`src/rtl/wavefront_threshold_calc.sv`:
```
// Finds the largest valid per-lane offset with a pipelined max tree (one level per
// cycle), then turns it into a clamped pruning threshold: base - max_offset + margin.
module wavefront_threshold_calc #(
    parameter int MAX_WAVEFRONT_LEN = 128,
    parameter int LOG_MAX_TILE_SIZE = 10,
    parameter int DATA_WIDTH        = 8,
    parameter int REF_LEN_WIDTH     = 14,
    parameter int QUERY_LEN_WIDTH   = 14
) (
    input  logic                                                  clk,
    input  logic                                                  rst,
    input  logic                                                  start,
    input  logic [DATA_WIDTH-1:0]                                 numDiag,
    input  logic [MAX_WAVEFRONT_LEN-1:0][LOG_MAX_TILE_SIZE-1:0]   OffsetReg,
    input  logic [MAX_WAVEFRONT_LEN-1:0]                          valid_M,
    input  logic [QUERY_LEN_WIDTH-1:0]                            queryLen,
    input  logic [REF_LEN_WIDTH-1:0]                              refLen,
    input  logic                                                  len_sel,
    input  logic [7:0]                                            margin,
    output logic [REF_LEN_WIDTH-1:0]                              threshold,
    output logic [LOG_MAX_TILE_SIZE-1:0]                          max_offset,
    output logic [$clog2(MAX_WAVEFRONT_LEN)-1:0]                  max_idx,
    output logic                                                  any_valid,
    output logic                                                  busy,
    output logic                                                  done
);

    localparam int N  = MAX_WAVEFRONT_LEN;
    localparam int L  = $clog2(MAX_WAVEFRONT_LEN);
    localparam int T  = LOG_MAX_TILE_SIZE;
    localparam int R  = REF_LEN_WIDTH;
    localparam int SW = $clog2(L + 1);
    localparam int S  = ((QUERY_LEN_WIDTH > REF_LEN_WIDTH) ? QUERY_LEN_WIDTH : REF_LEN_WIDTH) + 2;

    typedef enum logic [1:0] {IDLE, REDUCE, FINAL} state_t;

    typedef struct packed {
        logic         valid;
        logic [L-1:0] idx;
        logic [T:0]   val;   // two's complement, -1 marks an inactive lane
    } node_t;

    state_t          state_q, state_d;
    logic [SW-1:0]   stage_q, stage_d;
    node_t           tree_q [N];
    node_t           tree_d [N];

    logic [QUERY_LEN_WIDTH-1:0] qlen_q;
    logic [R-1:0]               rlen_q;
    logic                       len_sel_q;
    logic [7:0]                 margin_q;

    logic [R-1:0]    threshold_q, threshold_d;
    logic [T-1:0]    max_offset_q, max_offset_d;
    logic [L-1:0]    max_idx_q, max_idx_d;
    logic            any_valid_q, any_valid_d;
    logic            done_q, done_d;

    logic [DATA_WIDTH:0] nd_plus1;
    logic [S-1:0]        base_ext;
    logic [S-1:0]        sum;
    logic [R-1:0]        clamped;

    assign nd_plus1 = {1'b0, numDiag} + (DATA_WIDTH+1)'(1);

    // Leaf load on accept, otherwise one pairwise-max level per REDUCE cycle.
    // The result migrates toward index 0; slots above the live width are don't-care.
    always_comb begin
        // NOTE: every always_comb target gets a default first so no path leaves it unassigned (no latch).
        tree_d = tree_q;
        if (state_q == IDLE && start) begin
            for (int j = 0; j < N; j++) begin
                if (valid_M[j] && (j <= int'(nd_plus1))) begin
                    tree_d[j].valid = 1'b1;
                    tree_d[j].val   = {1'b0, OffsetReg[j]};
                end else begin
                    tree_d[j].valid = 1'b0;
                    tree_d[j].val   = '1;
                end
                tree_d[j].idx = L'(j);
            end
        end else if (state_q == REDUCE) begin
            for (int i = 0; i < N / 2; i++) begin
                tree_d[i] = ($signed(tree_q[2*i+1].val) > $signed(tree_q[2*i].val))
                            ? tree_q[2*i+1] : tree_q[2*i];
                tree_d[i].valid = tree_q[2*i].valid | tree_q[2*i+1].valid;
            end
        end
    end

    // Width-extended arithmetic; the top bit is the sign of the true result.
    always_comb begin
        base_ext = len_sel_q ? S'(rlen_q) : S'(qlen_q);
        sum      = base_ext - S'(tree_q[0].val[T-1:0]) + S'(margin_q);
        if (sum[S-1])
            clamped = '0;
        else if (|sum[S-2:R])
            clamped = '1;
        else
            clamped = sum[R-1:0];
    end

    always_comb begin
        state_d      = state_q;
        stage_d      = stage_q;
        done_d       = 1'b0;
        threshold_d  = threshold_q;
        max_offset_d = max_offset_q;
        max_idx_d    = max_idx_q;
        any_valid_d  = any_valid_q;
        unique case (state_q)
            IDLE: begin
                if (start) begin
                    state_d = REDUCE;
                    stage_d = '0;
                end
            end
            REDUCE: begin
                stage_d = stage_q + SW'(1);
                if (stage_q == SW'(L - 1))
                    state_d = FINAL;
            end
            FINAL: begin
                state_d = IDLE;
                done_d  = 1'b1;
                if (tree_q[0].valid) begin
                    any_valid_d  = 1'b1;
                    threshold_d  = clamped;
                    max_offset_d = tree_q[0].val[T-1:0];
                    max_idx_d    = tree_q[0].idx;
                end else begin
                    any_valid_d  = 1'b0;
                    threshold_d  = '1;
                    max_offset_d = '0;
                    max_idx_d    = '0;
                end
            end
            default: state_d = IDLE;
        endcase
    end

    always_ff @(posedge clk or negedge rst) begin
        if (!rst) begin
            state_q      <= IDLE;
            stage_q      <= '0;
            done_q       <= 1'b0;
            threshold_q  <= '0;
            max_offset_q <= '0;
            max_idx_q    <= '0;
            any_valid_q  <= 1'b0;
        end else begin
            // NOTE: sequential state uses non-blocking assignments so every register samples pre-edge values.
            state_q      <= state_d;
            stage_q      <= stage_d;
            done_q       <= done_d;
            threshold_q  <= threshold_d;
            max_offset_q <= max_offset_d;
            max_idx_q    <= max_idx_d;
            any_valid_q  <= any_valid_d;
        end
    end

    // NOTE: the tree and captured operands are fully rewritten on every accept, so they carry no reset.
    always_ff @(posedge clk) begin
        tree_q <= tree_d;
        if (state_q == IDLE && start) begin
            qlen_q    <= queryLen;
            rlen_q    <= refLen;
            len_sel_q <= len_sel;
            margin_q  <= margin;
        end
    end

    assign threshold  = threshold_q;
    assign max_offset = max_offset_q;
    assign max_idx    = max_idx_q;
    assign any_valid  = any_valid_q;
    assign done       = done_q;
    assign busy       = (state_q != IDLE);

endmodule
```
`config.mk`:
```
export PLATFORM = sky130hd
export DESIGN_NAME = wavefront_threshold_calc
export DESIGN_NICKNAME = d
export VERILOG_FILES = /design/src/rtl/wavefront_threshold_calc.sv
export SDC_FILE = /design/constraint.sdc
export NUM_CORES = 2
export LEC_CHECK = 0
export ABC_AREA = 1
export BUFFER_PORTS_ARGS = -buffer_cell sky130_fd_sc_hd__buf_2
export CAP_MARGIN = 25
export CELL_PAD_IN_SITES_DETAIL_PLACEMENT = 1
export CELL_PAD_IN_SITES_GLOBAL_PLACEMENT = 2
export CORE_AREA = 2 2 589 591
export CTS_CLUSTER_DIAMETER = 50
export DETAILED_ROUTE_END_ITERATION = 12
export DIE_AREA = 0 0 591 593
export GPL_TIMING_DRIVEN = 0
export PLACE_DENSITY_LB_ADDON = 0.1
export SKIP_LAST_GASP = 1
export SYNTH_ARGS = -nofsm -noshare
export SYNTH_HDL_FRONTEND = slang
export SYNTH_SLANG_ARGS = --single-unit
export TNS_END_PERCENT = 30
```
`constraint.sdc`:
```
create_clock -name clk -period 67.6 [get_ports clk]
set_input_delay 3.38 -clock clk [delete_from_list [all_inputs] [get_ports clk]]
set_output_delay 3.38 -clock clk [all_outputs]
set_load 0.05 [all_outputs]
```
==> Word level (Yosys, flattened, before mapping) <==
Cells that the tools add are included.
W data, S select, Z words.
{ "op_classes": {"n_bitwise": 64, "order_cmp": 191, "mux": 335, "reduce_logical": 137, "n_addsub": 4, "eq_ne": 5} }
{ "op_table": {"columns": ["cell", "n"], "rows": [
  ["$mux W1216", 2],
  ["$mux W11", 128],
  ["$gt A11 B11 Y1", 64],
  ["$le A7 B9 Y1 const A", 64],
  ["$mux W18", 32],
  ["$mux W12", 32],
  ["$le A6 B9 Y1 const A", 32],
  ["$le A5 B9 Y1 const A", 16],
  ["$mux W1", 130],
  ["$logic_and A1 B1 Y1", 128],
  ["$le A4 B9 Y1 const A", 8],
  ["$or A1 B1 Y1", 64],
  ["$mux W14", 4],
  ["$le A3 B9 Y1 const A", 4],
  ["$le A2 B9 Y1 const A", 2],
  ["$add A15 B9 Y16", 1],
  ["$sub A14 B10 Y15", 1],
  ["$mux W10", 1],
  ["$add A8 B1 Y9 const B", 1],
  ["$le A1 B9 Y1 const A", 1],
  ["$reduce_and A2 Y1", 4],
  ["$reduce_bool A2 Y1", 4],
  ["$mux W7", 1],
  ["$pmux W3 S2", 1],
  ["10 further kinds", 11]
]} }
{ "word_totals": {"register_bits": 2059, "elab_cells": 1131, "inputBits": 1456} }

==> Logic depth before layout (Yosys ltp) <==
{ "logic_depth": {"ltp_word": 6, "ltp_mapped": 26, "depth_no_buf": 23} }

==> Worst setup path after synthesis <==
No wires, ideal clock.
{ "synth_timing": {"path_type": "input -> register", "startpoint": "input start", "endpoint": "register len_sel_q (enable)", "slack_ns": 40.228, "arrival_ns": 25.888, "setup_ns": 1.484, "t_required_ns": 66.116, "cell_stages": 5, "path_cell_list": "nand2_1 > inv_1 > clkbuf_1 > clkbuf_1 > clkbuf_1"} }
{ "synth_between": {"elab_chain_len": 1} }
{ "synth_lines": {"columns": ["element", "line", "rtl"], "rows": [
  ["start: declaration", "12", "input logic start,"],
  ["$logic_and A1 B1 Y1", "166", "if (state_q == IDLE && start) begin"],
  ["end signal: assignment", "169", "len_sel_q <= len_sel;"],
  ["end: declaration", "50", "logic len_sel_q;"]
]} }
No other way between the ends.
A chain may end at the register's enable or synchronous reset.

==> Worst setup path after layout <==
{ "layout_timing": {"startpoint": "input numDiag[0]", "endpoint": "register tree_q[1025] (netlist name), data pin"} }
{ "layout_between": {"elab_chain_len": 4} }
{ "layout_lines": {"columns": ["element", "line", "rtl"], "rows": [
  ["start: declaration", "13", "input logic [DATA_WIDTH-1:0] numDiag,"],
  ["$add A8 B1 Y9", "64", "assign nd_plus1 = {1'b0, numDiag} + (DATA_WIDTH+1)'(1);"],
  ["$le A7 B9 Y1", "73", "if (valid_M[j] && (j <= int'(nd_plus1))) begin"],
  ["$logic_and A1 B1 Y1", "73", null],
  ["$mux W1", "73", null],
  ["end signal: assignment", "165", "tree_q <= tree_d;"],
  ["end: declaration", "45", "node_t tree_q [N];"]
]} }
No other way between the ends.

==> run summary <==
DP HPWL -> 447 mm
Worst Path Required -> 68.23 ns
RSZ-0062 raised after global routing -> no
Clock root cell -> clkbuf_16
Total power after layout -> 7.41 mW
GR Overflow Total -> 0
Max clock buf depth -> 4
WL final -> 541 mm
Critical path launch point type -> input port
Peak Freq -> 0.124 GHz
Layout cell share with drive strength beyond 1 -> 20.6%
Yosys top cell area share -> 47.0%
Power Density -> 58.4 mW/mm2
Worst Reg2Reg Path Length in Cells -> 13
Critical path arrival -> 8.69 ns
Commonest non-fill, non-tap cell in the layout -> o21ai_0
Detailed-route via count -> 90400
Initial antenna violation count -> 366
Post-synth net total -> 12900
Multi-input logic area -> 0.0417 mm2
Antenna Nets Post-Route -> 0
Largest net degree at the start of global routing -> 70
Vias in the first global route -> 93600
Synth area leader -> edfxtp_1
Register Area -> 0.0525 mm2
Initial Utilization -> 29.1%
Fillers -> 39600
Syn_area_per_cell -> 9.36 um2
Worst Max-Slew Pin Slew -> 1.22 ns
Worst hold slack -> 0.446 ns
GRT Overall Usage -> 29.9%
CTS Buf Count -> 318
DRT Pass-1 Iters -> 5
Final cell count without fillers -> 17600
Cts hold-fix bufs -> 0
Worst relative slew slack -> 18.5%
Synth async-reset ratio -> 2.08%
Reg clk slew, reported paths -> 0.05 ns
Core area -> 0.345 mm2
First-pass GRT wire length -> 733 mm
Post-synthesis sequential area ratio -> 52.3%
Die extent in x -> 591 um
Post-synth EDFFs -> 1573
Clk_lat worst skew -> 0.94 ns
IO Pins -> 1490
Final setup skew -> 0.0417 ns
Max cap viols -> 0
Min-delay worst type -> register to register
# clock sinks -> 1825
H-Tree Depth -> 5
Final hold violations -> 0
DIE AREA -> 0.350 mm2
Post-Syn Area -> 0.100 mm2
Flop and latch count out of synthesis -> 1825
# Post-CTS Setup Buffers -> 0
Minimum clock period -> 8.05 ns
Final setup fails -> 0
Die Ht -> 593 um
R2R Setup Slk -> 62.25 ns
TritonCTS clock tree -> done
Worst setup path start -> numDiag[0]
Most frequent cells in the layout -> o21ai_0, nand2_1, buf_2
FP Rows -> 216
Final core occ -> 36.8%
Average via count per standard cell -> 5.13
Yosys Warn Count -> 0
Average wire per standard cell -> 30.7 um
Drt first-iter violations -> 6667
CP endpoint -> tree_q[1025]
Setup TNS -> 0 ns
Count of cell types in the netlist -> 55
Peak supply drop -> 37.7 uV
Synth area leaders -> edfxtp_1, ha_1, o21ai_0
Crit end category -> register
Reg2reg end -> tree_q[991]
Synth Instances -> 10700
Kind of critical path -> input port to register
R2R Path Start -> state_q[1]
P_leak -> 52.8 nW
CP max FO -> 10
Placed cells -> 16900
# nets final -> 14800
Detailed-route DRC error count -> 0
Slew Limit Fails -> 0
RePlAce Congestion -> 0.918
Most used DFF post-synth -> edfxtp_1
PortBufs -> 1487
Status -> finished, final reports clean
Area Overhead vs Synth -> 26.3%
Post_cts resized -> 0
Crit share post-route -> 11.9%
==> per-stage QoR <==
step / setup WS [ns] / cell area, um2
after CTS: 59.64 / 126000
after global placement: 25.06 / 114000
after floorplan: 40.23 / 100000
after global routing: 59.33 / 127000
after detailed placement: 58.63 / 116000
final: 59.55 / 127000
==> power breakdown <==
group / switching (mW) / internal, mW
clock: 0.638 / 1.01
combinational: 2.60 / 1.01
sequential: 0.267 / 1.88
total: 3.51 / 3.90
==> worst min-delay path by stage <==
stage	start	endpoint	depth (start not counted)
detailed placement	tree_q[2106]	tree_q[2106]	2
floorplan	tree_q[2106]	tree_q[2106]	2
global placement	tree_q[2144]	tree_q[2144]	2
global route	tree_q[2295]	tree_q[2295]	2
CTS	tree_q[2106]	tree_q[2106]	2
finish	tree_q[2106]	tree_q[2106]	2
==> layer usage <==
| metal | wire length (um) | vias up | GRT usage [%] | part of all wire (%) |
|---|---|---|---|---|
| li1 | - | 41700 | - | - |
| met1 | 229000 | 44600 | 37.9 | 42 |
| met2 | 255000 | 2925 | 50.0 | 47 |
| met3 | 34600 | 972 | 6.09 | 6.4 |
| met4 | 21300 | 146 | 11.7 | 3.9 |
| met5 | 908 | - | 0 | 0.17 |
==> sequential cells by signal (all words and copies together) (netlist names) <==
register,count
qlen_q,14
threshold,14
max_offset,10
tree_q,1750
stage_q,3
max_idx,7
margin_q,8
any_valid,1
len_sel_q,1
rlen_q,14
done,1
state_q,2
==> kinds of logic (layout without fill, tap and decap cells) <==
family,after synthesis,count (layout),synth area share [%]
simple gates,3244,3244,15.1
mux,1,1,0.00997
xor+xnor,78,78,0.699
compound gates,3214,3214,16.6
other cells,0,132,0
fa+ha+maj,732,732,9.14
flops,1825,1825,52.3
buf+inv,1638,3813,6.25
==> area by class of cell <==
type	instances	area share, %
clock inverter	215	1.77
buffer	523	1.70
inverter	1115	3.30
timing repair buffer	1594	7.46
clock buffer	366	6.70
antenna	132	0.261
tap	4578	4.52
multi-input combinational	7269	32.9
sequential	1825	41.4
==> synthesized netlist by cell type, drive strengths merged (114+ instances only) <==
master,number
o21ai,2014
nand2,1672
edfxtp,1573
inv,1114
a21oi,1006
ha,730
or2,566
clkbuf,409
nand3,342
nor2,340
dfxtp,214
nand4,187
nand3b,120
buf,114
==> worst max-delay path, cell delays in order <==
cell,delay [ns]
buf_2,0.13
buf_4,0.21
inv_1,0.09
clkbuf_1,0.49
clkbuf_1,0.62
ha_1,0.38
inv_1,0.23
nand2_1,0.12
nor2_1,0.36
nor2_1,0.11
nor2_1,0.22
inv_1,0.20
o21ai_1,0.88
o21ai_1,0.68
nand2_1,0.29
inv_2,0.05
buf_2,0.21
Note: power is estimated with default switching activity, not from simulation.
